### src/rtl/cov_bin_pkg.sv
// Shared types and helpers for the coverage bin tracker.
// Latency: none (types and constant functions only).
// Backpressure: none.
package cov_bin_pkg;

  localparam int MAX_CH = 8;

  typedef enum logic [1:0] {
    ST_IDLE  = 2'd0,
    ST_CLEAR = 2'd1,
    ST_ACK   = 2'd2
  } state_e;

  function automatic int calc_bin_w(input int cmd_w, input int adr_w);
    return cmd_w + adr_w;
  endfunction

  function automatic int calc_num_bins(input int bin_w);
    return 1 << bin_w;
  endfunction

  // Counts set bits across up to MAX_CH channel flags.
  function automatic logic [3:0] popcount8(input logic [MAX_CH-1:0] v);
    logic [3:0] n;
    n = '0;
    for (int i = 0; i < MAX_CH; i++) n = n + {3'b000, v[i]};
    return n;
  endfunction

endpackage

### src/rtl/cov_bin_tracker_if.sv
// Sample taps, control and observation signals of the coverage bin tracker.
// Latency: n/a (wiring only).
// Backpressure: none; sampling is a pure tap, readout always answers next cycle.
interface cov_bin_tracker_if
  import cov_bin_pkg::*;
#(
  parameter int CMD_W  = 4,
  parameter int ADR_W  = 4,
  parameter int NUM_CH = 2,
  parameter int CNT_W  = 16
);
  localparam int BIN_W = calc_bin_w(CMD_W, ADR_W);
  localparam int RCW   = $clog2(NUM_CH + 1);

  logic [NUM_CH-1:0]           in_valid;
  logic [NUM_CH*CMD_W-1:0]     in_cmd;
  logic [NUM_CH*ADR_W-1:0]     in_adr;
  logic                        freeze;
  logic                        clr_req;
  logic                        clr_ack;
  logic [NUM_CH-1:0]           new_hit;
  logic [NUM_CH*BIN_W-1:0]     new_bin;
  logic [NUM_CH*(BIN_W+1)-1:0] uniq_cnt;
  logic [BIN_W:0]              union_cnt;
  logic [NUM_CH*CNT_W-1:0]     sample_cnt;
  logic [NUM_CH-1:0]           cov_done;
  logic                        union_done;
  logic                        rd_req;
  logic [RCW-1:0]              rd_ch;
  logic [BIN_W-1:0]            rd_bin;
  logic                        rd_valid;
  logic                        rd_hit;

  modport master (
    output in_valid, in_cmd, in_adr, freeze, clr_req, rd_req, rd_ch, rd_bin,
    input  clr_ack, new_hit, new_bin, uniq_cnt, union_cnt, sample_cnt,
           cov_done, union_done, rd_valid, rd_hit
  );

  modport slave (
    input  in_valid, in_cmd, in_adr, freeze, clr_req, rd_req, rd_ch, rd_bin,
    output clr_ack, new_hit, new_bin, uniq_cnt, union_cnt, sample_cnt,
           cov_done, union_done, rd_valid, rd_hit
  );

endinterface

### src/rtl/cov_bin_chan.sv
// One channel's hit bitmap, unique/sample counters, new-bin event and done flag.
// Latency: 1 cycle from accepted sample to counters/flags/event.
// Backpressure: none; every accepted sample is absorbed.
module cov_bin_chan
  import cov_bin_pkg::*;
#(
  parameter int BIN_W = 8,
  parameter int CNT_W = 16
) (
  input  logic             clk,
  input  logic             rst_n,
  input  logic             clr_i,
  input  logic             smp_vld_i,
  input  logic [BIN_W-1:0] smp_bin_i,
  input  logic [BIN_W-1:0] rd_bin_i,
  output logic             rd_hit_o,
  output logic             new_hit_o,
  output logic [BIN_W-1:0] new_bin_o,
  output logic [BIN_W:0]   uniq_cnt_o,
  output logic [CNT_W-1:0] sample_cnt_o,
  output logic             cov_done_o
);
  localparam int NUM_BINS = calc_num_bins(BIN_W);
  localparam logic [BIN_W:0] FULL = (BIN_W+1)'(NUM_BINS);

  logic [NUM_BINS-1:0] hit_q;
  logic [BIN_W:0]      uniq_cnt_q, uniq_cnt_d;
  logic [CNT_W-1:0]    sample_cnt_q, sample_cnt_d;
  logic                new_hit_q, cov_done_q, first_hit;
  logic [BIN_W-1:0]    new_bin_q;

  // First-time hit detection and saturating sample count.
  always_comb begin
    first_hit    = smp_vld_i & ~hit_q[smp_bin_i];
    uniq_cnt_d   = uniq_cnt_q + {{BIN_W{1'b0}}, first_hit};
    sample_cnt_d = sample_cnt_q;
    if (smp_vld_i && (sample_cnt_q != '1)) sample_cnt_d = sample_cnt_q + CNT_W'(1);
  end

  // Bitmap, counters and event registers; clear wins over any sample.
  always_ff @(posedge clk or negedge rst_n) begin
    if (!rst_n) begin
      hit_q        <= '0;
      uniq_cnt_q   <= '0;
      sample_cnt_q <= '0;
      new_hit_q    <= 1'b0;
      new_bin_q    <= '0;
      cov_done_q   <= 1'b0;
    end else if (clr_i) begin
      hit_q        <= '0;
      uniq_cnt_q   <= '0;
      sample_cnt_q <= '0;
      new_hit_q    <= 1'b0;
      new_bin_q    <= '0;
      cov_done_q   <= 1'b0;
    end else begin
      if (smp_vld_i) hit_q[smp_bin_i] <= 1'b1;
      uniq_cnt_q   <= uniq_cnt_d;
      sample_cnt_q <= sample_cnt_d;
      new_hit_q    <= first_hit;
      if (first_hit) new_bin_q <= smp_bin_i;
      cov_done_q   <= cov_done_q | (uniq_cnt_d == FULL);
    end
  end

  assign rd_hit_o     = hit_q[rd_bin_i];
  assign new_hit_o    = new_hit_q;
  assign new_bin_o    = new_bin_q;
  assign uniq_cnt_o   = uniq_cnt_q;
  assign sample_cnt_o = sample_cnt_q;
  assign cov_done_o   = cov_done_q;

endmodule

### src/rtl/cov_bin_tracker.sv
// Per-channel and union (cmd,adr) cross-coverage tracker with clear FSM and readout.
// Latency: 1 cycle for counters/flags/events and for readout responses.
// Backpressure: none; samples are dropped while frozen or during the clear sequence.
module cov_bin_tracker
  import cov_bin_pkg::*;
#(
  parameter int CMD_W  = 4,
  parameter int ADR_W  = 4,
  parameter int NUM_CH = 2,
  parameter int CNT_W  = 16
) (
  input logic              clk,
  input logic              rst_n,
  cov_bin_tracker_if.slave bus
);
  localparam int BIN_W    = calc_bin_w(CMD_W, ADR_W);
  localparam int NUM_BINS = calc_num_bins(BIN_W);
  localparam int UCW      = BIN_W + 1;
  localparam int RCW      = $clog2(NUM_CH + 1);
  localparam logic [UCW-1:0] FULL = UCW'(NUM_BINS);

  state_e              state_q, state_d;
  logic                clr_go, clr_ack;
  logic [NUM_CH-1:0]   accept, union_new, chan_rd, new_hit, cov_done;
  logic [BIN_W-1:0]    bin [NUM_CH];
  logic [NUM_BINS-1:0] ubit_q, ubit_d;
  logic [UCW-1:0]      union_cnt_q, union_cnt_d;
  logic                union_done_q, rd_valid_q, rd_hit_q, rd_sel;
  logic [NUM_CH*BIN_W-1:0] new_bin;
  logic [NUM_CH*UCW-1:0]   uniq_cnt;
  logic [NUM_CH*CNT_W-1:0] sample_cnt;

  // Clear sequencer state register.
  always_ff @(posedge clk or negedge rst_n) begin
    if (!rst_n) state_q <= ST_IDLE;
    else        state_q <= state_d;
  end

  // Clear sequencer: one wipe cycle, then one acknowledge cycle; requests mid-sequence are ignored.
  always_comb begin
    state_d = state_q;
    clr_go  = 1'b0;
    clr_ack = 1'b0;
    case (state_q)
      ST_IDLE:  if (bus.clr_req) state_d = ST_CLEAR;
      ST_CLEAR: begin clr_go = 1'b1; state_d = ST_ACK; end
      ST_ACK:   begin clr_ack = 1'b1; state_d = ST_IDLE; end
      default:  state_d = ST_IDLE;
    endcase
  end

  // Bin index per channel ({cmd,adr}) and the accept qualifier.
  always_comb begin
    for (int c = 0; c < NUM_CH; c++) begin
      bin[c]    = {bus.in_cmd[c*CMD_W +: CMD_W], bus.in_adr[c*ADR_W +: ADR_W]};
      accept[c] = bus.in_valid[c] & ~bus.freeze & (state_q == ST_IDLE) & ~bus.clr_req;
    end
  end

  // Union update: a bin counts once even if several channels hit it in the same cycle.
  always_comb begin
    ubit_d    = ubit_q;
    union_new = '0;
    for (int c = 0; c < NUM_CH; c++) begin
      union_new[c] = accept[c] & ~ubit_q[bin[c]];
      for (int j = 0; j < c; j++)
        if (accept[j] && (bin[j] == bin[c])) union_new[c] = 1'b0;
      if (accept[c]) ubit_d[bin[c]] = 1'b1;
    end
    union_cnt_d = union_cnt_q + UCW'(popcount8(MAX_CH'(union_new)));
  end

  // Union bitmap, count and sticky done flag.
  always_ff @(posedge clk or negedge rst_n) begin
    if (!rst_n) begin
      ubit_q       <= '0;
      union_cnt_q  <= '0;
      union_done_q <= 1'b0;
    end else if (clr_go) begin
      ubit_q       <= '0;
      union_cnt_q  <= '0;
      union_done_q <= 1'b0;
    end else begin
      ubit_q       <= ubit_d;
      union_cnt_q  <= union_cnt_d;
      union_done_q <= union_done_q | (union_cnt_d == FULL);
    end
  end

  // Readout select: channels, then the union, anything above reads as 0.
  always_comb begin
    rd_sel = 1'b0;
    for (int c = 0; c < NUM_CH; c++)
      if (bus.rd_ch == RCW'(c)) rd_sel = chan_rd[c];
    if (bus.rd_ch == RCW'(NUM_CH)) rd_sel = ubit_q[bus.rd_bin];
  end

  // Readout response register; sees bitmap contents from before this edge's updates.
  always_ff @(posedge clk or negedge rst_n) begin
    if (!rst_n) begin
      rd_valid_q <= 1'b0;
      rd_hit_q   <= 1'b0;
    end else begin
      rd_valid_q <= bus.rd_req;
      if (bus.rd_req) rd_hit_q <= rd_sel;
    end
  end

  for (genvar c = 0; c < NUM_CH; c++) begin : g_ch
    cov_bin_chan #(.BIN_W(BIN_W), .CNT_W(CNT_W)) u_chan (
      .clk          (clk),
      .rst_n        (rst_n),
      .clr_i        (clr_go),
      .smp_vld_i    (accept[c]),
      .smp_bin_i    (bin[c]),
      .rd_bin_i     (bus.rd_bin),
      .rd_hit_o     (chan_rd[c]),
      .new_hit_o    (new_hit[c]),
      .new_bin_o    (new_bin[c*BIN_W +: BIN_W]),
      .uniq_cnt_o   (uniq_cnt[c*UCW +: UCW]),
      .sample_cnt_o (sample_cnt[c*CNT_W +: CNT_W]),
      .cov_done_o   (cov_done[c])
    );
  end

  assign bus.clr_ack    = clr_ack;
  assign bus.new_hit    = new_hit;
  assign bus.new_bin    = new_bin;
  assign bus.uniq_cnt   = uniq_cnt;
  assign bus.union_cnt  = union_cnt_q;
  assign bus.sample_cnt = sample_cnt;
  assign bus.cov_done   = cov_done;
  assign bus.union_done = union_done_q;
  assign bus.rd_valid   = rd_valid_q;
  assign bus.rd_hit     = rd_hit_q;

endmodule

### src/flat_wrapper.sv
// flat-port wrapper written by rule: the top's interface ports become plain ports
module cov_bin_tracker_flat import cov_bin_pkg::*;
#(
  parameter int CMD_W  = 4,
  parameter int ADR_W  = 4,
  parameter int NUM_CH = 2,
  parameter int CNT_W  = 16
)
  (clk, rst_n, bus_in_valid, bus_in_cmd, bus_in_adr, bus_freeze, bus_clr_req, bus_rd_req, bus_rd_ch, bus_rd_bin, bus_clr_ack, bus_new_hit, bus_new_bin, bus_uniq_cnt, bus_union_cnt, bus_sample_cnt, bus_cov_done, bus_union_done, bus_rd_valid, bus_rd_hit);
  cov_bin_tracker_if #(.CMD_W(CMD_W), .ADR_W(ADR_W), .NUM_CH(NUM_CH), .CNT_W(CNT_W)) bus_i ();
  input logic clk;
  input logic rst_n;
  input wire logic [$bits(bus_i.in_valid)-1:0] bus_in_valid;
  input wire logic [$bits(bus_i.in_cmd)-1:0] bus_in_cmd;
  input wire logic [$bits(bus_i.in_adr)-1:0] bus_in_adr;
  input wire logic [$bits(bus_i.freeze)-1:0] bus_freeze;
  input wire logic [$bits(bus_i.clr_req)-1:0] bus_clr_req;
  input wire logic [$bits(bus_i.rd_req)-1:0] bus_rd_req;
  input wire logic [$bits(bus_i.rd_ch)-1:0] bus_rd_ch;
  input wire logic [$bits(bus_i.rd_bin)-1:0] bus_rd_bin;
  output wire logic [$bits(bus_i.clr_ack)-1:0] bus_clr_ack;
  output wire logic [$bits(bus_i.new_hit)-1:0] bus_new_hit;
  output wire logic [$bits(bus_i.new_bin)-1:0] bus_new_bin;
  output wire logic [$bits(bus_i.uniq_cnt)-1:0] bus_uniq_cnt;
  output wire logic [$bits(bus_i.union_cnt)-1:0] bus_union_cnt;
  output wire logic [$bits(bus_i.sample_cnt)-1:0] bus_sample_cnt;
  output wire logic [$bits(bus_i.cov_done)-1:0] bus_cov_done;
  output wire logic [$bits(bus_i.union_done)-1:0] bus_union_done;
  output wire logic [$bits(bus_i.rd_valid)-1:0] bus_rd_valid;
  output wire logic [$bits(bus_i.rd_hit)-1:0] bus_rd_hit;
  assign bus_i.in_valid = bus_in_valid;
  assign bus_i.in_cmd = bus_in_cmd;
  assign bus_i.in_adr = bus_in_adr;
  assign bus_i.freeze = bus_freeze;
  assign bus_i.clr_req = bus_clr_req;
  assign bus_i.rd_req = bus_rd_req;
  assign bus_i.rd_ch = bus_rd_ch;
  assign bus_i.rd_bin = bus_rd_bin;
  assign bus_clr_ack = bus_i.clr_ack;
  assign bus_new_hit = bus_i.new_hit;
  assign bus_new_bin = bus_i.new_bin;
  assign bus_uniq_cnt = bus_i.uniq_cnt;
  assign bus_union_cnt = bus_i.union_cnt;
  assign bus_sample_cnt = bus_i.sample_cnt;
  assign bus_cov_done = bus_i.cov_done;
  assign bus_union_done = bus_i.union_done;
  assign bus_rd_valid = bus_i.rd_valid;
  assign bus_rd_hit = bus_i.rd_hit;
  cov_bin_tracker #(.CMD_W(CMD_W), .ADR_W(ADR_W), .NUM_CH(NUM_CH), .CNT_W(CNT_W)) u_core (.clk(clk), .rst_n(rst_n), .bus(bus_i));
endmodule
### config.mk
export PLATFORM = sky130hd
export DESIGN_NAME = cov_bin_tracker_flat
export DESIGN_NICKNAME = d
export VERILOG_FILES = /design/src/rtl/cov_bin_pkg.sv /design/src/rtl/cov_bin_tracker_if.sv /design/src/rtl/cov_bin_chan.sv /design/src/rtl/cov_bin_tracker.sv /design/src/flat_wrapper.sv
export SDC_FILE = /design/constraint.sdc
export NUM_CORES = 2
export LEC_CHECK = 0
export CAP_MARGIN = 10
export CORE_MARGIN = 3
export CORE_UTILIZATION = 65
export CTS_CLUSTER_SIZE = 10
export DETAILED_ROUTE_END_ITERATION = 16
export DONT_BUFFER_PORTS = 1
export PLACE_DENSITY_LB_ADDON = 0.08
export REMOVE_ABC_BUFFERS = 1
export SETUP_SLACK_MARGIN = 0.1
export SYNTH_ARGS = -nofsm -noshare
export SYNTH_HDL_FRONTEND = slang
export SYNTH_SLANG_ARGS = --single-unit
### constraint.sdc
create_clock -name clk -period 4.4 [get_ports clk]
set_input_delay 0.44 -clock clk [delete_from_list [all_inputs] [get_ports clk]]
set_output_delay 0.44 -clock clk [all_outputs]
set_load 0.01 [all_outputs]
Word-level counts from Yosys, hierarchy flattened
Index checks and enable logic that the tools add are counted.
{"block": "totals", "register_bits": 852, "input_bits": 33, "output_inout_bits": 83, "wordCells": 125}
{"block": "classes", "add_sub_neg": 6, "n_lt_le_gt_ge": 5, "eq_ne": 11, "mux": 49, "n_bitwise": 23, "reduce_logical": 13}
{"op": "$mux W256", "n": 7}
{"op": "$or A256 B256 Y256", "n": 4}
{"op": "$mux W16", "n": 4}
{"op": "$bmux W1 S8", "n": 7}
{"op": "$add A16 B1 Y16 const B", "n": 2}
{"op": "$mux W8", "n": 4}
{"op": "$ne A16 B16 Y1 const B", "n": 2}
{"op": "$eq A9 B9 Y1 const B", "n": 3}
{"op": "$lt A8 B9 Y1 const B", "n": 3}
{"op": "$mux W9", "n": 3}
{"op": "$mux W1", "n": 20}
{"op": "$add A9 B1 Y9", "n": 2}
{"op": "$demux W1 S8", "n": 2}
{"op": "$ge A8 B1 Y1 const B", "n": 2}
{"op": "$reduce_bool A2 Y1", "n": 6}
{"op": "$and A1 B1 Y1", "n": 10}
{"op": "$add A9 B4 Y9", "n": 1}
{"op": "$eq A8 B8 Y1", "n": 1}
{"op": "$not A1 Y1", "n": 6}
{"op": "$logic_and A1 B1 Y1", "n": 5}
{"op": "$eq A2 B1 Y1 const B", "n": 2}
{"op": "$eq A2 B2 Y1 const B", "n": 2}
{"op": "$logic_not A2 Y1", "n": 2}
{"op": "$pmux W2 S2", "n": 1}
{"op": "4 further kinds", "n": 6}

Logic depth before layout (Yosys ltp)
{"block": "logic_depth", "word_depth": 11, "mapped_depth": 20, "mapped_depth_nobuf": 16}

Modules after synthesis
From an unflattened synthesis, not the netlist that was laid out.
{"block": "hier_totals", "cells_unflattened": 4250, "hier_area_um2": 47914.7}
{"mod": "cov_bin_tracker", "n_inst": 1, "cells_each": 1550, "area_per_inst_um2": 17883.4, "seq_area_each_um2": 6756.5}
{"mod": "cov_bin_chan (u_core.g_ch[0].u_chan)", "n_inst": 1, "cells_each": 1352, "area_per_inst_um2": 15024.4, "seq_area_each_um2": 7282.0}
{"mod": "cov_bin_chan (u_core.g_ch[1].u_chan)", "n_inst": 1, "cells_each": 1348, "area_per_inst_um2": 15006.9, "seq_area_each_um2": 7282.0}

Worst setup path before layout
OpenSTA, ideal clock, no wires.
{"block": "synth_path", "path_kind": "input to register", "from": "input bus_in_adr[5]", "to": "register u_core.union_done_q (netlist: u_core.bus.union_done)", "setup_time_ns": 0.110, "t_arrival_ns": 4.713, "t_required_ns": 4.290, "path_slack_ns": -0.423, "cell_stages": 17, "path_buffers": 3, "cell_sequence": "buf_2 > clkbuf_1 > buf_1 > mux4_2 > mux4_2 > mux4_2 > mux2_2 > a21oi_1 > ha_1 > ha_1 > fa_1 > and3_1 > and3_1 > xnor2_1 > nor2_1 > nand3_1 > o41ai_1"}
{"block": "synth_between", "elab_chain_len": 10, "elab_cells_between_ends": 12, "classes_between": "add/sub: 2; eq/ne: 2; mux: 4; bitwise: 3; reduce/logical: 1"}
{"element": "start: declaration", "line_no": "flat_wrapper.sv:15", "source": "input wire logic [$bits(bus_i.in_adr)-1:0] bus_in_adr;"}
{"element": "$bmux W1 S8", "line_no": "cov_bin_tracker.sv:65", "source": "union_new[c] = accept[c] & ~ubit_q[bin[c]];"}
{"element": "$mux W1 (not written as such)", "line_no": "cov_bin_tracker.sv:65"}
{"element": "$not A1 Y1", "line_no": "cov_bin_tracker.sv:65"}
{"element": "$and A1 B1 Y1", "line_no": "cov_bin_tracker.sv:65"}
{"element": "$mux W1 *", "line_no": "cov_bin_tracker.sv:67", "source": "if (accept[j] && (bin[j] == bin[c])) union_new[c] = 1'b0;"}
{"element": "$add A1 B1 Y2 *", "line_no": "cov_bin_pkg.sv:26", "source": "for (int i = 0; i < MAX_CH; i++) n = n + {3'b000, v[i]};"}
{"element": "$add A9 B4 Y9 *", "line_no": "cov_bin_tracker.sv:70", "source": "union_cnt_d = union_cnt_q + UCW'(popcount8(MAX_CH'(union_new)));"}
{"element": "$eq A9 B9 Y1 *", "line_no": "cov_bin_tracker.sv:86", "source": "union_done_q <= union_done_q | (union_cnt_d == FULL);"}
{"element": "$or A1 B1 Y1 *", "line_no": "cov_bin_tracker.sv:86"}
{"element": "$mux W1 *", "line_no": "cov_bin_tracker.sv:79", "source": "end else if (clr_go) begin"}
{"element": "end signal: assignment", "line_no": "cov_bin_tracker.sv:86"}
{"element": "end: declaration", "line_no": "cov_bin_tracker.sv:28", "source": "logic union_done_q, rd_valid_q, rd_hit_q, rd_sel;"}
Every way passes the cells marked *; elsewhere a longest branch is shown, timed or not. The select of a mux whose other input is x is not followed.
A chain may end at the register's enable or synchronous reset.

Worst setup path after layout
{"block": "layout_path", "from": "register u_core.ubit_q[39]", "to": "register u_core.union_done_q (netlist: u_core.bus.union_done)"}
{"block": "layout_between", "elab_chain_len": 10, "elab_cells_between_ends": 14, "classes_between": "add/sub: 2; eq/ne: 1; mux: 6; bitwise: 5"}
{"element": "start: declaration", "line_no": "cov_bin_tracker.sv:26", "source": "logic [NUM_BINS-1:0] ubit_q, ubit_d;"}
{"element": "start signal: assignment", "line_no": "cov_bin_tracker.sv:84", "source": "ubit_q <= ubit_d;"}
{"element": "$bmux W1 S8", "line_no": "cov_bin_tracker.sv:65"}
{"element": "$mux W1 (not written as such)", "line_no": "cov_bin_tracker.sv:65"}
{"element": "$not A1 Y1", "line_no": "cov_bin_tracker.sv:65"}
{"element": "$and A1 B1 Y1", "line_no": "cov_bin_tracker.sv:65"}
{"element": "$mux W1", "line_no": "cov_bin_tracker.sv:67"}
{"element": "$add A1 B1 Y2 *", "line_no": "cov_bin_pkg.sv:26"}
{"element": "$add A9 B4 Y9 *", "line_no": "cov_bin_tracker.sv:70"}
{"element": "$eq A9 B9 Y1 *", "line_no": "cov_bin_tracker.sv:86"}
{"element": "$or A1 B1 Y1 *", "line_no": "cov_bin_tracker.sv:86"}
{"element": "$mux W1 *", "line_no": "cov_bin_tracker.sv:79"}
Marks and branches as above.

==> results.json <==
{
  "cts_sinks": 852,
  "power_w": 0.01667,
  "drc": 0,
  "cp_max_fo": 3,
  "firstDrtPassIters": 8,
  "grt.total_usage_pct": 45.67,
  "failed_checks": "setup timing",
  "ys_types": 63,
  "gp_congestion": 0.9603,
  "cts_made_buffers": 96,
  "relSlewSlack_pct": 7.174,
  "power_leakage_nw": 22.49,
  "rsz0062_at_grt": "yes",
  "drt_wl_total_um": 171100,
  "start_util_pct": 66.32,
  "num_io_pins": 116,
  "vias": 40630,
  "row_count": 97,
  "grt_max_degree": 853,
  "pre_cts_ws_ns": -0.4764,
  "clock_latency_ns": 0.67,
  "ir_drop_uv": 314.5,
  "grt_pass1_vias": 38918,
  "clkTransAtPathRegs_ns": 0.06,
  "cts_max_level": 3,
  "hp-class": "primary input to register",
  "cp-end-kind": "register",
  "synth_edf_count": 0,
  "maxCapViolations": 0,
  "synth_top_cell_by_area": "dfrtp_1",
  "synth_area_leaders": "dfrtp_1 45%, mux4_2 22%, nor2_1 12%",
  "yosys_most_used_dff": "dfrtp_1",
  "async_flop_share_pct": 100.0,
  "die_w_um": 274.9,
  "grt_pass1_wl_um": 251400,
  "crit_type": "register to register",
  "die-height_um": 274.9,
  "synth_top_area_share_pct": 45.36,
  "dpl_cell_area_um2": 48450,
  "coreArea_um2": 70880,
  "syn_inst": 4436,
  "cts_tree": "done",
  "setup_ws_ns": -0.06514,
  "start_kind": "register",
  "grt_overflow_total": 0,
  "status": "finished, violations left",
  "drtIter0Drc": 7019,
  "clockBufferDepth": 3,
  "synthToLayoutAreaGrowth_pct": 9.397,
  "period_needed_ns": 4.465,
  "antenna_left": 0,
  "power_per_cell_area_nw_per_um2": 324.2,
  "fin_util_pct": 72.55,
  "ys_ff_latch": 852,
  "netlist_area_um2": 47000,
  "layout_commonest_cell": "nor2_1",
  "fmax_mhz": 224.0,
  "setup_viol": 1,
  "finalInstanceArea_um2": 51420,
  "vias_per_cell": 7.576,
  "fin_crit_sh_pct": 101.5,
  "die_area_um2": 75580,
  "portBuffers": 0,
  "syn_avg_cell_area_um2": 10.60,
  "layout.nets": 4436,
  "synth_warnings": 0,
  "layout.cells.most_common_list": "1,472 x nor2_1, 852 x dfrtp_1, 467 x mux4_2",
  "dp.final_hpwl_um": 102200,
  "drv_slew": 0,
  "finalHoldViolCount": 0,
  "drive_gt1_share_pct": 19.08,
  "worstPathRequired_ns": 4.95,
  "yosysSeqAreaShare_pct": 45.36,
  "tightest_slew_ns": 1.386,
  "detail_route.wl_per_cell_um": 31.89,
  "crit_arrival_ns": 5.02,
  "antenna_found_initial": 8,
  "fin_skew_ns": 0.02504,
  "clock_tree.root_cell": "clkbuf_16"
}
## worst max-delay path, stage by stage, from the launching register on
cell and delay (ns):
dfrtp_1 0.38, mux4_2 0.49, mux4_2 0.53, mux4_2 0.60, o21ai_2 0.16, buf_4 0.13
o21ai_2 0.06, nor3_2 0.14, buf_4 0.16, ha_4 0.20, ha_4 0.16, fa_2 0.34
and3_4 0.17, and3_4 0.17, xnor2_2 0.13, nor2_2 0.13, nand3_2 0.09, o41ai_2 0.31
## logic make-up (layout without fill, tap and decap cells)
family / count (synthesis) / count (layout) / share of synthesized area (%)
xor gates and xnor gates: 48 / 48 / 0.8944
muxes: 570 / 570 / 24.57
adders and majority gates: 10 / 10 / 0.2822
other: 0 / 9 / 0
buffers and inverters: 390 / 368 / 3.578
DFF: 852 / 852 / 45.36
AOI/OAI and AO/OA: 592 / 592 / 8.265
and+or+nand+nor: 1974 / 1974 / 17.05
## registers in the layout, indices dropped and copies added, names as in the netlist
name / cells
u_core.g_ch.u_chan.new_bin_o: 16
u_core.g_ch.u_chan.sample_cnt_o: 32
u_core.bus.rd_hit: 1
u_core.bus.union_done: 1
u_core.g_ch.u_chan.cov_done_o: 2
u_core.ubit_q: 256
u_core.bus.union_cnt: 9
u_core.bus.rd_valid: 1
u_core.g_ch.u_chan.new_hit_o: 2
u_core.g_ch.u_chan.uniq_cnt_o: 18
u_core.g_ch.u_chan.hit_q: 512
u_core.state_q: 2
## routing by layer
metal / up-vias / share of wire, % / GRT usage (%)
met4: 4 / 7.6 / 27.46
met3: 926 / 17 / 20.29
met1: 20027 / 34 / 59.68
met5: - / 0.018 / 1.412
met2: 3671 / 42 / 63.19
li1: 16002 / - / -
## synthesized netlist by cell type, drive strengths merged (12+ instances only)
cell	number
nor2	1485
dfrtp	852
mux4	467
a21oi	277
clkbuf	263
nor3	186
nand2	140
a221oi	117
buf	101
mux2i	101
nand3	61
a22oi	35
o21ai	31
xor2	28
inv	26
a211oi	25
o221ai	25
nand4	20
xnor2	20
o22ai	19
nor4	13
nor2b	12
## worst paths after layout
kind                                    from                                  to  slack (ns)  depth (start not counted)
hold / removal                 bus_in_cmd[7]  u_core.g_ch[1].u_chan.new_bin_o[6]        0.06                          3
max in group asynchronous              rst_n                  u_core.ubit_q[211]        1.94                          3
setup reg to reg           u_core.ubit_q[39]               u_core.bus.union_done       -0.07                         17
min in group asynchronous              rst_n    u_core.g_ch[1].u_chan.hit_q[109]        0.53                          2
hold reg to reg            u_core.state_q[1]                   u_core.state_q[0]        0.47                          1
setup / recovery           u_core.ubit_q[39]               u_core.bus.union_done       -0.07                         17
## final cells by class
type / instances / area (um^2)
clock inverters: 2 / 17.52
multi-input cells: 3194 / 24230
clock buffers: 117 / 2608
diodes: 9 / 22.52
repair buffers: 223 / 1937
inverters: 26 / 105.1
fillers: 4995 / 19460
flip-flops and latches: 852 / 21320
well taps: 940 / 1176
## through the flow
stage,instances,hold WS [ns],TNS (ns)
2_1_floorplan,4072,0.1444,-2830.81
3_3_place_gp,5219,0.1748,-0.7688
3_5_place_dp,5219,0.1767,-0.9120
4_1_cts,5345,-0.5118,0
5_1_grt,5354,0.05713,-0.1402
6_report,5363,0.05887,-0.06514
## power breakdown
group          leakage (nW)  internal (W)  switching [W]
logic                  9.33      0.000419       0.000979
clock network          1.28       0.00408        0.00318
registers              11.9       0.00791      0.0000997
## what timing repair did
item / in CTS / in global routing
pin swaps: 3 / 4
buffers inserted: 1 / 2
endpoints found under the setup margin: 3 / 2
resized for setup: 11 / 4
hold endpoints to repair: 858 / 68
hold buffers: 6 / 2
No activity file was read; power rests on OpenSTA's default activity.
